File: config.mk
export PLATFORM = sky130hd
export DESIGN_NAME = servo_position_ctrl_flat
export DESIGN_NICKNAME = d
export VERILOG_FILES = /design/src/rtl/servo_position_ctrl_if.sv /design/src/rtl/servo_position_ctrl.sv /design/src/flat_wrapper.sv
export SDC_FILE = /design/constraint.sdc
export NUM_CORES = 1
export LEC_CHECK = 0
export ABC_AREA = 1
export BUFFER_PORTS_ARGS = -buffer_cell sky130_fd_sc_hd__clkbuf_2
export CORE_MARGIN = 2
export CORE_UTILIZATION = 45
export DETAILED_ROUTE_END_ITERATION = 7
export PLACE_DENSITY = 0.61
export SKIP_LAST_GASP = 1
export SLEW_MARGIN = 20
export SYNTH_ARGS = -nofsm -noshare
export SYNTH_HDL_FRONTEND = slang
export SYNTH_SLANG_ARGS = --single-unit
File: constraint.sdc
create_clock -name CLK -period 12.8 [get_ports CLK]
set_clock_uncertainty 0.05 [all_clocks]
set_input_delay 0.64 -clock CLK [delete_from_list [all_inputs] [get_ports CLK]]
set_output_delay 0.64 -clock CLK [all_outputs]
set_load 0.03 [all_outputs]
File: src/rtl/servo_position_ctrl_if.sv
// Button pulses in, frame-latched pulse width, strobe and status out.
// The master side drives the buttons; the slave side is the controller.
interface servo_position_ctrl_if;
  logic        BC;
  logic        BL;
  logic        BR;
  logic [11:0] PW_OUT;
  logic        FRAME;
  logic        BUSY;
  logic [2:0]  LEDS;

  modport master (
    output BC, BL, BR,
    input  PW_OUT, FRAME, BUSY, LEDS
  );

  modport slave (
    input  BC, BL, BR,
    output PW_OUT, FRAME, BUSY, LEDS
  );
endinterface

File: src/rtl/servo_position_ctrl.sv
// Servo position controller: button-stepped target, slew-limited ramp, frame-latched width.
// Target valid 1 cycle after a pulse, ramp 1 us per SLEW_DIV clocks; no backpressure.
module servo_position_ctrl #(
  parameter int PW_MIN     = 900,
  parameter int PW_MAX     = 2100,
  parameter int PW_CENTER  = 1500,
  parameter int STEP       = 100,
  parameter int SLEW_DIV   = 100,
  parameter int FRAME_CLKS = 1_000_000
) (
  input  logic                  CLK,
  input  logic                  RST_N,
  servo_position_ctrl_if.slave  sif
);

  localparam int PRE_W = (SLEW_DIV > 1) ? $clog2(SLEW_DIV) : 1;
  localparam int FC_W  = (FRAME_CLKS > 1) ? $clog2(FRAME_CLKS) : 1;

  localparam logic [11:0]      PW_MIN12  = 12'(PW_MIN);
  localparam logic [11:0]      PW_MAX12  = 12'(PW_MAX);
  localparam logic [11:0]      PW_CEN12  = 12'(PW_CENTER);
  localparam logic [12:0]      PW_MIN13  = 13'(PW_MIN);
  localparam logic [12:0]      PW_MAX13  = 13'(PW_MAX);
  localparam logic [12:0]      STEP13    = 13'(STEP);
  localparam logic [PRE_W-1:0] PRE_LAST  = PRE_W'(SLEW_DIV - 1);
  localparam logic [FC_W-1:0]  FC_LAST   = FC_W'(FRAME_CLKS - 1);

  typedef enum logic [1:0] {
    ST_IDLE = 2'd0,
    ST_UP   = 2'd1,
    ST_DOWN = 2'd2
  } state_e;

  logic [11:0]      tgt_q, tgt_d;
  logic [11:0]      pw_q, pw_d;
  state_e           state_q, state_d;
  logic [PRE_W-1:0] pre_q, pre_d;
  logic [FC_W-1:0]  fcnt_q, fcnt_d;
  logic [11:0]      pw_out_q, pw_out_d;
  logic             busy_q, busy_d;

  logic [12:0]      tgt_inc;
  logic [12:0]      tgt_dec;
  logic             pre_wrap;
  logic             frame_now;

  // Saturation is decided on the 13-bit result so neither direction can wrap.
  always_comb begin
    tgt_inc = {1'b0, tgt_q} + STEP13;
    tgt_dec = {1'b0, tgt_q} - STEP13;
    tgt_d   = tgt_q;
    if (sif.BC) begin
      tgt_d = PW_CEN12;
    end else if (sif.BL && !sif.BR) begin
      tgt_d = (tgt_dec[12] || (tgt_dec < PW_MIN13)) ? PW_MIN12 : tgt_dec[11:0];
    end else if (sif.BR && !sif.BL) begin
      tgt_d = (tgt_inc > PW_MAX13) ? PW_MAX12 : tgt_inc[11:0];
    end
  end

  // Steps head toward the freshly updated target, so a retarget mid-ramp never overshoots.
  always_comb begin
    pre_wrap = (state_q != ST_IDLE) && (pre_q == PRE_LAST);
    pw_d     = pw_q;
    state_d  = ST_IDLE;
    pre_d    = '0;
    busy_d   = 1'b0;

    if (pre_wrap) begin
      if (pw_q < tgt_d) begin
        pw_d = pw_q + 12'd1;
      end else if (pw_q > tgt_d) begin
        pw_d = pw_q - 12'd1;
      end
    end

    if (pw_d < tgt_d) begin
      state_d = ST_UP;
    end else if (pw_d > tgt_d) begin
      state_d = ST_DOWN;
    end

    // Leaving IDLE starts from zero; an UP<->DOWN swap keeps counting.
    if ((state_q != ST_IDLE) && (state_d != ST_IDLE) && !pre_wrap) begin
      pre_d = pre_q + 1'b1;
    end

    busy_d = (state_d != ST_IDLE);
  end

  always_comb begin
    frame_now = (fcnt_q == FC_LAST);
    fcnt_d    = frame_now ? '0 : fcnt_q + 1'b1;
    pw_out_d  = frame_now ? pw_q : pw_out_q;
  end

  always_ff @(posedge CLK or negedge RST_N) begin
    if (!RST_N) begin
      tgt_q    <= PW_CEN12;
      pw_q     <= PW_CEN12;
      state_q  <= ST_IDLE;
      pre_q    <= '0;
      fcnt_q   <= '0;
      pw_out_q <= PW_CEN12;
      busy_q   <= 1'b0;
    end else begin
      tgt_q    <= tgt_d;
      pw_q     <= pw_d;
      state_q  <= state_d;
      pre_q    <= pre_d;
      fcnt_q   <= fcnt_d;
      pw_out_q <= pw_out_d;
      busy_q   <= busy_d;
    end
  end

  assign sif.PW_OUT = pw_out_q;
  assign sif.FRAME  = frame_now;
  assign sif.BUSY   = busy_q;
  assign sif.LEDS   = {pw_out_q == PW_MAX12, pw_out_q == PW_CEN12, pw_out_q == PW_MIN12};

endmodule
File: src/flat_wrapper.sv
// flat-port wrapper written by rule: the top's interface ports become plain ports
module servo_position_ctrl_flat 
#(
  parameter int PW_MIN     = 900,
  parameter int PW_MAX     = 2100,
  parameter int PW_CENTER  = 1500,
  parameter int STEP       = 100,
  parameter int SLEW_DIV   = 100,
  parameter int FRAME_CLKS = 1_000_000
)
  (CLK, RST_N, sif_BC, sif_BL, sif_BR, sif_PW_OUT, sif_FRAME, sif_BUSY, sif_LEDS);
  servo_position_ctrl_if sif_i ();
  input  logic CLK;
  input  logic RST_N;
  input wire logic [$bits(sif_i.BC)-1:0] sif_BC;
  input wire logic [$bits(sif_i.BL)-1:0] sif_BL;
  input wire logic [$bits(sif_i.BR)-1:0] sif_BR;
  output wire logic [$bits(sif_i.PW_OUT)-1:0] sif_PW_OUT;
  output wire logic [$bits(sif_i.FRAME)-1:0] sif_FRAME;
  output wire logic [$bits(sif_i.BUSY)-1:0] sif_BUSY;
  output wire logic [$bits(sif_i.LEDS)-1:0] sif_LEDS;
  assign sif_i.BC = sif_BC;
  assign sif_i.BL = sif_BL;
  assign sif_i.BR = sif_BR;
  assign sif_PW_OUT = sif_i.PW_OUT;
  assign sif_FRAME = sif_i.FRAME;
  assign sif_BUSY = sif_i.BUSY;
  assign sif_LEDS = sif_i.LEDS;
  servo_position_ctrl #(.PW_MIN(PW_MIN), .PW_MAX(PW_MAX), .PW_CENTER(PW_CENTER), .STEP(STEP), .SLEW_DIV(SLEW_DIV), .FRAME_CLKS(FRAME_CLKS)) u_core (.CLK(CLK), .RST_N(RST_N), .sif(sif_i));
endmodule
==> impl_results.md <==
- Cells after synthesis: 663
- Maximum VDD drop: about 0.000094 V
- Post-synth net total: 698
- Largest net degree at the start of global routing: 67
- Clk_lat worst skew: 360 ps
- Synthesized area: 4801 µm²
- Slowest cell delay on critical path: 590 ps
- Vias in the first global route: 4157
- Global placement routability congestion: 0.9217
- Worst Setup End Kind: flip-flop
- # hold bufs at CTS: 0
- WL/cell: 13.31 µm
- Congestion Overflow GR: 0
- Critical path class: flip-flop to flip-flop
- Worst-path clk slew: 80 ps
- Max-slew headroom: 0.3919
- Status: completed
- Syn-to-layout area delta: 8.392%
- Clock Tree Buf Depth: 2
- Post-DP HPWL: 8475 µm
- Top cell by count, worst path: nand2_1
- DR vias: 4319
- Distinct cells, synth: between 40 and 50
- CTS buffer count: 9
- Async set or reset register ratio after synthesis: 1.000
- Yosys warnings: 0
- Leakage: 2.613 nW
- Starting DRT DRC Count: 325
- Max-slew violations: 0
- Crit path arrival time: about 5800 ps
- Top Ports: 22
- Routed Antenna Nets: 0
- Final wirelength: 11000 µm
- Startpoint Class: flip-flop
- Worst path required time: 13020 ps
- Final period util: 0.4397
- CTS tree: built
- Buffers on Ports: 21
- Global-route wire length before repair: 19130 µm
- H-tree depth: 3
- Initial cell density of the core: 0.4650
- Final hold vios: 0
- Post CTS Setup Buffer Count: 0
- Hold crit path type: input port to async pin
- Setup TNS Final: 0 ps
- Setup violations, final: 0
- Remaining DRCs: 0
- Post-Route Utilization: 0.5041
- Antenna violations before repair: 0
- Vias per cell: between 5 and 6
- Root Buffer: clkbuf_8
- Max frequency: 0.1777 GHz
- Row cnt: 37
- Die X-Extent: 107.3 µm
- Core Area: just over 10000 µm²
- Final nets: 720
- Reg2reg start: u_core.tgt_q[2]
- Share of cells above drive strength 1: 0.1435
- Post-synth EDFFs: 0
- Die height: ~110 µm
- Worst Path Max Fanout: 21
- Seq/Total Area, Yosys: 0.3495
- Dominant synthesized flop cell: dfrtp_1
- Fillers: between 900 and 1000
- Quantity of gates resized following cts: 0
- R2R Setup Slk: 7170 ps
- Max-cap viol count: 0
- Tmin final: approximately 5600 ps
- Antenna Cells: 0
- Die area: between 10000 and 15000 µm²
- Worst-Margin Slew: 908.7 ps
- GRT Resource Usage Total: 0.2092
- CP max stage cell: dfstp_2
- Worst r2r dst: u_core.pre_q[4]
- RSZ-0062 raised after global routing: no
- 1st-pass router iterations: 6
- Clock Sinks: 66
- Syn avg cell area: 7.241 µm²
- Synth Register Bits: 66
- P per Cell Area: approximately 99 nW/µm²
- Hold WS: 413.7 ps
- Cell count of the worst reg-to-reg path: 31
==> routing by layer <==
metal | up-vias | part of all wire | GRT usage
met5 | - | 0 | 0
met4 | 0 | 0.019 | 0.07143
met3 | 18 | 0.043 | 0.05387
met2 | 92 | 0.48 | 0.3377
met1 | 1992 | 0.46 | 0.2724
li1 | 2217 | - | -
==> flip-flops by register name, summed over array words and instances, names as in the netlist <==
name and cells:
u_core.fcnt_q 20, u_core.sif.PW_OUT 12, u_core.state_q 2, u_core.tgt_q 12, u_core.pre_q 7, u_core.pw_q 12
u_core.sif.BUSY 1
==> cells in the final DEF (no fill, tap or decap), drive strengths merged <==
cell type	instances
dfrtp	45
nand3	57
nand3b	1
bufinv	1
a21boi	1
clkinv	5
ha	30
nand2	165
inv	93
o21a	1
o21ai	39
nor4	10
nor2	79
a211oi	1
o31ai	1
buf	2
nand4	24
or2	3
clkbuf	31
o21bai	1
xor2	22
o2111ai	1
nor3b	5
dfstp	21
o211ai	3
a21oi	27
a31oi	1
xnor2	1
nor3	19
==> cell families after synthesis <==
| logic type | count (synthesis) | share of synthesized area |
|---|---|---|
| AND/OR/NAND/NOR | 363 | 0.3557 |
| XOR/XNOR | 23 | 0.04196 |
| buffers and inverters | 105 | 0.08705 |
| AO/OA/AOI/OAI | 76 | 0.08757 |
| flip-flops | 66 | 0.3495 |
| adder cells (fa/ha/maj) | 30 | 0.07819 |
==> area by class of cell <==
type / count / area [µm²] / share of cell area
Multi-Input combinational cell: 492 / 2705 / 0.5198
Sequential cell: 66 / 1678 / 0.3224
Inverter: 94 / 352.8 / 0.06780
Tap cell: 136 / 170.2 / 0.03270
Clock buffer: 11 / 131.4 / 0.02525
Timing Repair Buffer: 22 / 112.6 / 0.02164
Clock inverter: 5 / 53.80 / 0.01034
==> critical path, delay by kind of cell, from the launching register on <==
kind / cells / cell delay [ps]
and+or+nand+nor: 20 / 2740
adders and majority gates: 3 / 860
AOI/OAI and AO/OA: 4 / 850
DFF: 1 / 590
buffers and inverters: 4 / 430
==> synthesized netlist by cell type, types with 3 or more instances <==
library cell,number,area [µm²]
inv_1,88,330.3
buf_2,4,20.02
nand2_1,151,566.8
clkbuf_1,3,11.26
nor2_1,73,274.0
nand4_1,24,150.1
dfrtp_1,45,1126
nor3b_1,5,37.54
a21oi_1,25,125.1
nand3_2,9,90.09
o211ai_1,3,22.52
or2_2,3,18.77
o21ai_0,36,180.2
nand2_2,12,75.07
nor2_2,4,25.02
nand3_1,48,240.2
inv_2,4,15.01
ha_1,30,375.4
nor3_1,18,90.09
nor4_1,9,56.30
xor2_1,22,192.7
dfstp_2,21,551.8
==> report_power, final <==
part,leakage (nW),internal (mW),switching (mW),total [mW]
Combinational,1.72,0.0376,0.0718,0.109
Sequential,0.798,0.222,0.0143,0.236
Clock,0.0975,0.0897,0.0801,0.170
==> stage by stage <==
stage               power (mW)  std cells  setup slack (ps)  instance area, µm²
finish                  0.5154        826              7172                5204
global placement        0.3461        810              6982                5019
detailed placement      0.3490        810              6955                5019
floorplan               0.3236        663              8587                4801
CTS                     0.5230        826              7237                5204
global route            0.5518        826              6450                5204
==> worst max-delay path by stage <==
stage	startpoint	endpoint	slack (ps)
2_1_floorplan	u_core.tgt_q[2]	u_core.pre_q[3]	8590
3_3_place_gp	sif_BL	u_core.pre_q[4]	6980
3_5_place_dp	sif_BL	u_core.pre_q[4]	6950
4_1_cts	u_core.tgt_q[2]	u_core.pre_q[4]	7240
5_1_grt	u_core.tgt_q[2]	u_core.pre_q[3]	6450
6_report	u_core.tgt_q[2]	u_core.pre_q[4]	7170
Power figures use the tool's default switching activity.
